`config.mk`:
```
export PLATFORM = sky130hd
export DESIGN_NAME = nussinov_kernel
export DESIGN_NICKNAME = d
export VERILOG_FILES = /design/src/rtl/nussinov_kernel.sv
export SDC_FILE = /design/constraint.sdc
export NUM_CORES = 1
export LEC_CHECK = 0
export BUFFER_PORTS_ARGS = -buffer_cell sky130_fd_sc_hd__buf_2
export CAP_MARGIN = 20
export CELL_PAD_IN_SITES_DETAIL_PLACEMENT = 1
export CELL_PAD_IN_SITES_GLOBAL_PLACEMENT = 1
export CORE_MARGIN = 2
export CORE_UTILIZATION = 48
export DETAILED_ROUTE_END_ITERATION = 8
export GPL_TIMING_DRIVEN = 0
export MAX_ROUTING_LAYER = met4
export PLACE_DENSITY_LB_ADDON = 0.1
export SYNTH_ARGS = -nofsm -noshare
export SYNTH_HDL_FRONTEND = slang
export SYNTH_SLANG_ARGS = --single-unit
export TNS_END_PERCENT = 20
```
`constraint.sdc`:
```
create_clock -name ap_clk -period 18.05 [get_ports ap_clk]
set_input_delay 3.61 -clock ap_clk [delete_from_list [all_inputs] [get_ports ap_clk]]
set_output_delay 3.61 -clock ap_clk [all_outputs]
set_load 0.1 [all_outputs]
```
`src/rtl/nussinov_kernel.sv`:
```
// nussinov_kernel: one in-place Nussinov DP pass over an NxN signed score table held in an
// external dual-port word memory, driven by an ap_start/ap_done block-level handshake.
module nussinov_kernel #(
    parameter int N        = 64,
    parameter int LOG2N    = 6,
    parameter int ADDR_WID = 2 * LOG2N,
    parameter int DATA_WID = 32
) (
    input  logic                ap_clk,
    input  logic                ap_rst,
    input  logic                ap_start,
    output logic                ap_done,
    output logic                ap_idle,
    output logic                ap_ready,
    output logic [ADDR_WID-1:0] table_r_address0,
    output logic                table_r_ce0,
    output logic                table_r_we0,
    output logic [DATA_WID-1:0] table_r_d0,
    input  logic [DATA_WID-1:0] table_r_q0,
    output logic [ADDR_WID-1:0] table_r_address1,
    output logic                table_r_ce1,
    output logic                table_r_we1,
    output logic [DATA_WID-1:0] table_r_d1,
    input  logic [DATA_WID-1:0] table_r_q1
);

    typedef enum logic [2:0] {
        S_IDLE, S_LOAD, S_LOAD2, S_KLOOP, S_STORE, S_NEXT, S_DONE
    } state_e;

    localparam logic [LOG2N-1:0] IDX_LAST  = LOG2N'(N - 1);
    localparam logic [LOG2N-1:0] IDX_FIRST = LOG2N'(N - 2);
    localparam logic [LOG2N-1:0] IDX_ONE   = LOG2N'(1);
    localparam logic [LOG2N-1:0] IDX_ZERO  = LOG2N'(0);

    function automatic logic [1:0] seq_of(input logic [1:0] idx_lo);
        return idx_lo + 2'd1;
    endfunction

    function automatic logic bases_pair(input logic [1:0] a, input logic [1:0] b);
        return (({1'b0, a} + {1'b0, b}) == 3'd3);
    endfunction

    function automatic logic signed [DATA_WID-1:0] smax(
        input logic signed [DATA_WID-1:0] a,
        input logic signed [DATA_WID-1:0] b
    );
        return (a > b) ? a : b;
    endfunction

    state_e                     state_q, state_d;
    logic [LOG2N-1:0]           i_q, i_d, j_q, j_d, k_q, k_d;
    logic signed [DATA_WID-1:0] v_q, v_d;
    logic                       ld2_pend_q, ld2_pend_d, k_pend_q, k_pend_d;
    logic                       done_q, done_d, idle_q, idle_d;
    logic [ADDR_WID-1:0]        addr0_q, addr0_d, addr1_q, addr1_d;
    logic                       ce0_q, ce0_d, we0_q, we0_d, ce1_q, ce1_d;
    logic [DATA_WID-1:0]        d0_q, d0_d;
    logic signed [DATA_WID-1:0] q0_s, q1_s, bonus_s;
    logic [LOG2N-1:0]           i_inc_s, j_dec_s, k_inc_s;

    assign q0_s    = $signed(table_r_q0);
    assign q1_s    = $signed(table_r_q1);
    // The diagonal pairing bonus only applies once the cell spans more than two positions.
    assign bonus_s = {{(DATA_WID-1){1'b0}},
                      (((i_q + IDX_ONE) < j_q) && bases_pair(seq_of(i_q[1:0]), seq_of(j_q[1:0])))};
    assign i_inc_s = i_d + IDX_ONE;
    assign j_dec_s = j_d - IDX_ONE;
    assign k_inc_s = k_d + IDX_ONE;

    // Sequencer: walks cells row-by-row from the bottom and folds read data into v.
    always_comb begin
        state_d    = state_q;
        i_d        = i_q;
        j_d        = j_q;
        k_d        = k_q;
        v_d        = v_q;
        ld2_pend_d = 1'b0;
        k_pend_d   = 1'b0;
        case (state_q)
            S_IDLE: begin
                if (ap_start) begin
                    state_d = S_LOAD;
                    i_d     = IDX_FIRST;
                    j_d     = IDX_LAST;
                end else begin
                    state_d = S_IDLE;
                end
            end
            S_LOAD:  state_d = S_LOAD2;
            S_LOAD2: begin
                v_d        = smax(q0_s, q1_s);
                k_d        = i_q + IDX_ONE;
                ld2_pend_d = 1'b1;
                state_d    = S_KLOOP;
            end
            S_KLOOP: begin
                // Data arriving now belongs to the read issued last cycle (LOAD2 pair or a k pair).
                if (ld2_pend_q) begin
                    v_d = smax(smax(v_q, q0_s), q1_s + bonus_s);
                end else if (k_pend_q) begin
                    v_d = smax(v_q, q0_s + q1_s);
                end else begin
                    v_d = v_q;
                end
                if (k_q < j_q) begin
                    k_d      = k_q + IDX_ONE;
                    k_pend_d = 1'b1;
                    state_d  = S_KLOOP;
                end else begin
                    state_d = S_STORE;
                end
            end
            S_STORE: state_d = S_NEXT;
            S_NEXT: begin
                if (j_q != IDX_LAST) begin
                    j_d     = j_q + IDX_ONE;
                    state_d = S_LOAD;
                end else if (i_q == IDX_ZERO) begin
                    state_d = S_DONE;
                end else begin
                    i_d     = i_q - IDX_ONE;
                    j_d     = i_q;
                    state_d = S_LOAD;
                end
            end
            S_DONE:  state_d = S_IDLE;
            default: state_d = S_IDLE;
        endcase
    end

    // Memory port and handshake outputs are decoded from the next state so they leave flops.
    always_comb begin
        addr0_d = {ADDR_WID{1'b0}};
        addr1_d = {ADDR_WID{1'b0}};
        ce0_d   = 1'b0;
        we0_d   = 1'b0;
        ce1_d   = 1'b0;
        d0_d    = {DATA_WID{1'b0}};
        case (state_d)
            S_LOAD: begin
                ce0_d   = 1'b1;
                ce1_d   = 1'b1;
                addr0_d = {i_d, j_d};
                addr1_d = {i_d, j_dec_s};
            end
            S_LOAD2: begin
                ce0_d   = 1'b1;
                ce1_d   = 1'b1;
                addr0_d = {i_inc_s, j_d};
                addr1_d = {i_inc_s, j_dec_s};
            end
            S_KLOOP: begin
                if (k_d < j_d) begin
                    ce0_d   = 1'b1;
                    ce1_d   = 1'b1;
                    addr0_d = {i_d, k_d};
                    addr1_d = {k_inc_s, j_d};
                end else begin
                    ce0_d = 1'b0;
                    ce1_d = 1'b0;
                end
            end
            S_STORE: begin
                ce0_d   = 1'b1;
                we0_d   = 1'b1;
                addr0_d = {i_d, j_d};
                d0_d    = v_d;
            end
            default: ce0_d = 1'b0;
        endcase
        idle_d = (state_d == S_IDLE);
        done_d = (state_d == S_DONE);
    end

    // State and output registers with synchronous reset that aborts any pass in flight.
    always_ff @(posedge ap_clk) begin
        if (ap_rst) begin
            state_q    <= S_IDLE;
            i_q        <= IDX_ZERO;
            j_q        <= IDX_ZERO;
            k_q        <= IDX_ZERO;
            v_q        <= {DATA_WID{1'b0}};
            ld2_pend_q <= 1'b0;
            k_pend_q   <= 1'b0;
            done_q     <= 1'b0;
            idle_q     <= 1'b1;
            addr0_q    <= {ADDR_WID{1'b0}};
            addr1_q    <= {ADDR_WID{1'b0}};
            ce0_q      <= 1'b0;
            we0_q      <= 1'b0;
            ce1_q      <= 1'b0;
            d0_q       <= {DATA_WID{1'b0}};
        end else begin
            state_q    <= state_d;
            i_q        <= i_d;
            j_q        <= j_d;
            k_q        <= k_d;
            v_q        <= v_d;
            ld2_pend_q <= ld2_pend_d;
            k_pend_q   <= k_pend_d;
            done_q     <= done_d;
            idle_q     <= idle_d;
            addr0_q    <= addr0_d;
            addr1_q    <= addr1_d;
            ce0_q      <= ce0_d;
            we0_q      <= we0_d;
            ce1_q      <= ce1_d;
            d0_q       <= d0_d;
        end
    end

    assign ap_done          = done_q;
    assign ap_ready         = done_q;
    assign ap_idle          = idle_q;
    assign table_r_address0 = addr0_q;
    assign table_r_ce0      = ce0_q;
    assign table_r_we0      = we0_q;
    assign table_r_d0       = d0_q;
    assign table_r_address1 = addr1_q;
    assign table_r_ce1      = ce1_q;
    assign table_r_we1      = 1'b0;
    assign table_r_d1       = {DATA_WID{1'b0}};

endmodule

```
==> results of run 1 <==
## layout by cell type, fill, tap and decap left out, drive strengths merged, types with 20 or more instances in the layout
master and n:
nand4 40, a21o 21, nand3 61, nand2 125, o21ai 82, dfxtp 116, nor2b 27, buf 201
inv 140, a22oi 25, clkbuf 71, conb 33, o31ai 20, nor4 24, nor2 174, ha 185
and2 28, xnor2 56, and3 22, a211oi 37, o22ai 35, mux2i 34, a21oi 140, nor3 61
## through the flow
| stage | worst slack [ns] | cell area [µm²] | power, µW | hold WS (ns) | utilization, % |
|---|---|---|---|---|---|
| global route | 6.93 | 15800 | 1540 | 0.695 | 55.3 |
| detailed placement | 7.12 | 15200 | 1070 | 0.651 | 53.1 |
| global placement | 7.09 | 15200 | 1050 | 0.621 | 53.1 |
| finish | 6.94 | 15800 | 1490 | 0.679 | 55.3 |
| floorplan | 10.02 | 14100 | 843 | 0.563 | - |
| CTS | 7.54 | 15800 | 1460 | 0.665 | 55.3 |
## state kept, by name (all words and copies together) (netlist names), 3 cells and up
| signal | cells |
|---|---|
| table_r_d0 | 32 |
| table_r_address0 | 12 |
| i_q | 6 |
| j_q | 6 |
| v_q | 32 |
| state_q | 3 |
| k_q | 6 |
| table_r_address1 | 12 |
## layout make-up
| class | count | area (µm²) |
|---|---|---|
| antenna | 4 | 10.0 |
| buffer | 123 | 644 |
| clock buffer | 19 | 453 |
| clock inverter | 13 | 170 |
| fill | 3688 | 12800 |
| inverter | 137 | 514 |
| multi-input combinational | 1521 | 10600 |
| sequential | 116 | 2320 |
| tap | 384 | 480 |
| timing repair buffer | 130 | 656 |
## tightest hold or removal path, delay by kind of cell, from the launching register on
family / cells / cell delay (ns)
DFF: 1 / 0.39
AOI/OAI and AO/OA: 2 / 0.24
## metal layers
| metal | routed length, µm | GRT usage (%) |
|---|---|---|
| met1 | 27500 | 55.4 |
| met2 | 29500 | 69.4 |
| met3 | 7880 | 11.8 |
| met4 | 5090 | 28.4 |
| met5 | 0 | - |
## cell families (layout without fill, tap and decap cells)
| logic type | count (synthesis) | count (layout) | share of synthesized area, % |
|---|---|---|---|
| compound gates | 570 | 570 | 28.4 |
| xor+xnor | 64 | 64 | 4.02 |
| fa+ha+maj | 187 | 187 | 16.9 |
| buf+inv | 260 | 422 | 8.31 |
| flops | 116 | 116 | 16.7 |
| mux | 40 | 40 | 2.92 |
| other cells | 1 | 37 | 0.0269 |
| simple gates | 627 | 627 | 22.8 |
## final timing paths
check / start / to / slack (ns)
worst max-delay path: table_r_q0[0] / v_q[4] / 6.94
worst max register to register: i_q[0] / table_r_d0[20] / 9.22
worst min-delay path: v_q[13] / v_q[13] / 0.68
worst min register to register: v_q[13] / v_q[13] / 0.68
## where the power goes
group	total, µW	switching (µW)	leakage, µW	internal, µW
Clock	381	155	0.000297	226
Combinational	799	564	0.00578	235
Sequential	311	29.5	0.000944	282
Total	1490	749	0.00702	743
==> metrics.csv, run 1 <==
stage,metric,value,unit
outcome,outcome,"finished, final reports clean",
clock_tree,cts_resized,0,
synthesis,yosysTopAreaCellShare,16.7,%
placement,post-place-cells,2411,
cells_and_area,nNetsFinal,2300,
clock_tree,post-cts-setup-buffers,0,
route,finalWirelength,70000,µm
floorplanning,fp.dieH,174,µm
floorplanning,ioPinCount,162,
flow_run,cap_violations,0,
critical_path,rr_worst_depth,26,
route,wl_per_cell,28.6,µm
synthesis,synth_flop_cell,dfxtp_1,
placement,dp_hpwl,53700,µm
clock_tree,cts.sinks,116,
sta,fmax,90.0,MHz
clock_tree,cts_tree,yes,
worst_hold_path,worstHoldPathType,register to register,
synthesis,synth-seq-area-share,16.7,%
clock_tree,holdBufCountCts,0,
floorplanning,dieArea,30400,µm²
synthesis,synth-edff-count,0,
synthesis,yosysMostFrequentCell,ha_1,
route,postRouteAntennaNets,0,
sta,slew_viol_final,0,
clock_tree,root_buffer,clkbuf_16,
floorplanning,initial_core_util,48.7,%
synthesis,synth_cells,1865,
synthesis,synth_common_cells,"ha_1, nor2_1, a21oi_1, inv_1, nand2_1",
global_routing,grt_use_total,46.3,%
sta,worst_pin_slew,1.17,ns
worst_hold_path,hold_depth,2,
global_routing,grt_overflow,0,
synthesis,yosysTopAreaCell,dfxtp_1,
placement,portBuffers,128,
sta,rsz0062_at_grt,no,
global_routing,grt_pass1_vias,16927,
sta,fin_crit,11.11,ns
global_routing,antenna_found_initial,4,
critical_path,cp_max_fo,10,
floorplanning,row_count,62,
sta,fin_crit_sh,61.6,%
critical_path,cpLargestDelayFamily,simple AND/OR/NAND/NOR gates,
global_routing,grt_pass1_wl,103000,µm
critical_path,critical_path_cell_count,22,
clock_tree,htree_levels,4,
critical_path,cpMaxStageDelayCell,o311ai_1,
power_and_ir_drop,ir_drop,0.0826,mV
placement,place_congestion,1.03,
critical_path,path_cells,"buf_2, ha_1, fa_1, nor2b_1, o311ai_1, nand2_1, a211oi_1, o21ai_0, a21oi_1, xor2_1, inv_1, ha_1, nand4_1, nor4_1, nand4_1, nor4_1, nor2_1, nand2_1, clkbuf_1, a211oi_1, a221oi_1, o22ai_1",
global_routing,grt_start_max_net_pins,17,
synthesis,netlist-cell-type-count,93,
route,num_vias,16821,
synthesis,synth-seq-cells,116,
critical_path,cp_data_arrival_time,11.39,ns
route,vias_per_cell,6.87,
power_and_ir_drop,p_per_area,94.2,nW/µm²
critical_path,crit_required,18.33,ns
power_and_ir_drop,power_leakage,0.00702,µW
cells_and_area,drive_gt1_share,13.6,%
synthesis,synthArstFlopShare,0,%
floorplanning,core,28600,µm²
sta,finalSetupTns,0,ns
sta,slew_headroom,21.4,%
floorplanning,die_w,174,µm
sta,hold_viol,0,
clock_tree,insertion_delay,0.46,ns
sta,fin_skew,0.0201,ns
sta,setup_viol,0,
route,drt_first_pass_iters,5,
clock_tree,clk_path_buf_depth,2,
critical_path,critPathBufInv,3,
critical_path,endpoint_kind,register,
critical_path,crit_type,input pin to register,
cells_and_area,fin_cells,2447,
critical_path,cpPeakStageDelay,0.85,ns
cells_and_area,syn2layout_area_growth,13.5,%
route,drc,0,
clock_tree,clk_pin_slew,0.06,ns
synthesis,netlist_area,13900,µm²
critical_path,worstSetupStartpointType,input pin,
route,drt_iter0_drc,1838,
synthesis,avgSynthCellArea,7.48,µm²
clock_tree,cts_buffers,17,
synthesis,ys_warn_count,0,
synthesis,synth_top_cells_by_area,"dfxtp_1, ha_1, a21oi_1",
Note: power is estimated with default switching activity, not from simulation.
==> run 2, diff against run 1 <==
--- a/config.mk
+++ b/config.mk
@@ -10,7 +10,7 @@
 export CELL_PAD_IN_SITES_DETAIL_PLACEMENT = 1
 export CELL_PAD_IN_SITES_GLOBAL_PLACEMENT = 1
 export CORE_MARGIN = 2
-export CORE_UTILIZATION = 48
+export CORE_UTILIZATION = 45
 export DETAILED_ROUTE_END_ITERATION = 8
 export GPL_TIMING_DRIVEN = 0
 export MAX_ROUTING_LAYER = met4
==> constraint.sdc (replaced) <==
create_clock -name ap_clk -period 11.4 [get_ports ap_clk]
set_input_delay 2.28 -clock ap_clk [delete_from_list [all_inputs] [get_ports ap_clk]]
set_output_delay 2.28 -clock ap_clk [all_outputs]
set_load 0.1 [all_outputs]
==> run 2 against run 1 <==
Against the previous run: clock power increased by 53%; global-route usage decreased by 3.3 points; combinational power increased by 58%; non-clock buffer count decreased by 1; register-to-register slack got worse by 7.4 ns; wire length decreased by 0.99%.
==> metrics.csv, run 2 (synthesis results as in run 1) <==
stage,metric,value,unit
power_and_ir_drop,p_switching,1180,µW
route,finalWirelength,69300,µm
power_and_ir_drop,seqPwrFrac,21.1,%
sta,finalSetupTns,0,ns
placement,portBuffers,128,
flow_run,cap_violations,0,
sta,fin_crit,9.98,ns
power_and_ir_drop,power_frac_clock,25.0,%
power_and_ir_drop,ir_drop,0.128,mV
floorplanning,core,30600,µm²
route,drt_first_pass_iters,6,
critical_path,cp_max_fo,10,
cells_and_area,drive_gt1_share,13.6,%
placement,place_congestion,1.03,
sta,slew_headroom,9.68,%
route,num_vias,16481,
floorplanning,fp.dieH,180,µm
clock_tree,holdBufCountCts,0,
cells_and_area,syn2layout_area_growth,13.4,%
route,drc,0,
clock_tree,cts_resized,0,
cells_and_area,final_common_cell,ha_1,
clock_tree,cts.sinks,116,
worst_hold_path,min_from,v_q[13],
clock_tree,post-cts-setup-buffers,0,
critical_path,r2r-end,table_r_d0[20],
floorplanning,ioPinCount,162,
worst_hold_path,worstHoldPathType,register to register,
power_and_ir_drop,combPwrFrac,53.9,%
sta,fin_crit_sh,87.6,%
clock_tree,root_buffer,clkbuf_16,
critical_path,worstSetupStartpointType,input pin,
floorplanning,row_count,64,
outcome,outcome,"finished, final reports clean",
sta,setup_viol,0,
clock_tree,clk_path_buf_depth,2,
sta,rsz0062_at_grt,no,
global_routing,grt_pass1_wl,103000,µm
sta,slew_viol_final,0,
global_routing,grt_pass1_vias,16413,
global_routing,antenna_found_initial,2,
sta,fmax,100,MHz
critical_path,reg2reg_from,i_q[0],
worst_hold_path,hold_depth,2,
critical_path,rr_worst_depth,25,
critical_path,crit_required,11.69,ns
power_and_ir_drop,p_per_area,147,nW/µm²
floorplanning,dieArea,32400,µm²
critical_path,crit_type,input pin to register,
floorplanning,initial_core_util,45.6,%
clock_tree,clk_pin_slew,0.07,ns
power_and_ir_drop,p_int,1150,µW
power_and_ir_drop,power_leakage,0.00701,µW
global_routing,grt_use_total,43.0,%
sta,fin_skew,0.0153,ns
route,postRouteAntennaNets,0,
placement,dp_hpwl,54600,µm
cells_and_area,nNetsFinal,2299,
cells_and_area,layout_common_cells,"ha_1, nor2_1, buf_2",
route,wl_per_cell,28.2,µm
floorplanning,die_w,180,µm
sta,hold_viol,0,
cells_and_area,fin_util,51.7,%
clock_tree,cts_tree,yes,
power_and_ir_drop,swShare,50.8,%
route,vias_per_cell,6.71,
critical_path,r2r_slack,1.83,ns
clock_tree,htree_levels,4,
critical_path,cp_data_arrival_time,10.27,ns
global_routing,grt_overflow,0,
route,drt_iter0_drc,1722,
sta,worst_pin_slew,1.34,ns
clock_tree,insertion_delay,0.45,ns
critical_path,endpoint_kind,register,
worst_hold_path,hold_end,v_q[13],
clock_tree,cts_buffers,17,
global_routing,grt_start_max_net_pins,17,
run 2: changes by cell type in the layout (fill, tap and decap cells not counted):
cell        change
a2111oi_0       -1
a2111oi_1       +1
buf_1           -1
bufinv_16       -1
clkbuf_8        -2
clkinv_2        +1
clkinv_4        +2
clkinvlp_4      -2
diode_2         -2
inv_6           -1
inv_8           +3
run 2: worst max-delay path by stage:
| stage | from | slack, ns | endpoint |
|---|---|---|---|
| floorplan | table_r_q0[7] | 4.70 | v_q[0] |
| global placement | table_r_q0[0] | 1.73 | v_q[7] |
| detailed placement | table_r_q0[0] | 1.58 | v_q[4] |
| CTS | table_r_q0[0] | 2.02 | v_q[4] |
| global route | table_r_q0[0] | 1.50 | v_q[4] |
| finish | table_r_q0[0] | 1.42 | v_q[4] |
run 2: cell type report:
cell class / instances / area [µm²]
antenna: 2 / 5.00
buffer: 123 / 644
clock buffer: 17 / 425
clock inverter: 15 / 173
fill: 3963 / 14800
inverter: 137 / 514
multi-input combinational: 1521 / 10600
sequential: 116 / 2320
tap: 396 / 495
timing repair buffer: 129 / 652
run 2: per-stage QoR:
step / hold WS, ns / cell area [µm²] / worst slack (ns) / total power (µW) / instances
floorplan: 0.563 / 14100 / 4.70 / 1340 / 1897
global placement: 0.622 / 15200 / 1.73 / 1670 / 2421
global route: 0.684 / 15800 / 1.50 / 2430 / 2455
detailed placement: 0.644 / 15200 / 1.58 / 1710 / 2422
CTS: 0.657 / 15800 / 2.02 / 2290 / 2454
finish: 0.667 / 15800 / 1.42 / 2330 / 2456
run 2: power groups by stage:
stage	logic [µW]	registers (µW)	clock network (µW)
global placement	1180	495	0
global route	1330	494	599
finish	1260	490	582
CTS	1220	488	582
detailed placement	1210	496	0
floorplan	728	607	0
run 2: critical path, cell delays in order:
cell,delay (ns)
buf_2,0.14
ha_1,0.25
fa_1,0.42
nor2b_1,0.17
o311ai_1,0.92
nand2_1,0.30
a211oi_1,0.43
o21ai_0,0.16
a21oi_1,0.20
xor2_1,0.44
inv_1,0.09
ha_1,0.36
nand4_1,0.16
nor4_1,0.57
nand4_1,0.52
nor4_1,0.40
nor2_1,0.10
nand2_1,0.61
clkbuf_1,0.86
a211oi_1,0.22
a221oi_1,0.49
o22ai_1,0.15
run 2: routing by layer:
metal  vias to the layer above  wire [µm]  GRT usage, %
li1                       7232          -             -
met1                      8012      27400          52.9
met2                       963      30000          64.8
met3                       274       7340          9.74
met4                         0       4530          24.6
met5                         -          0             -
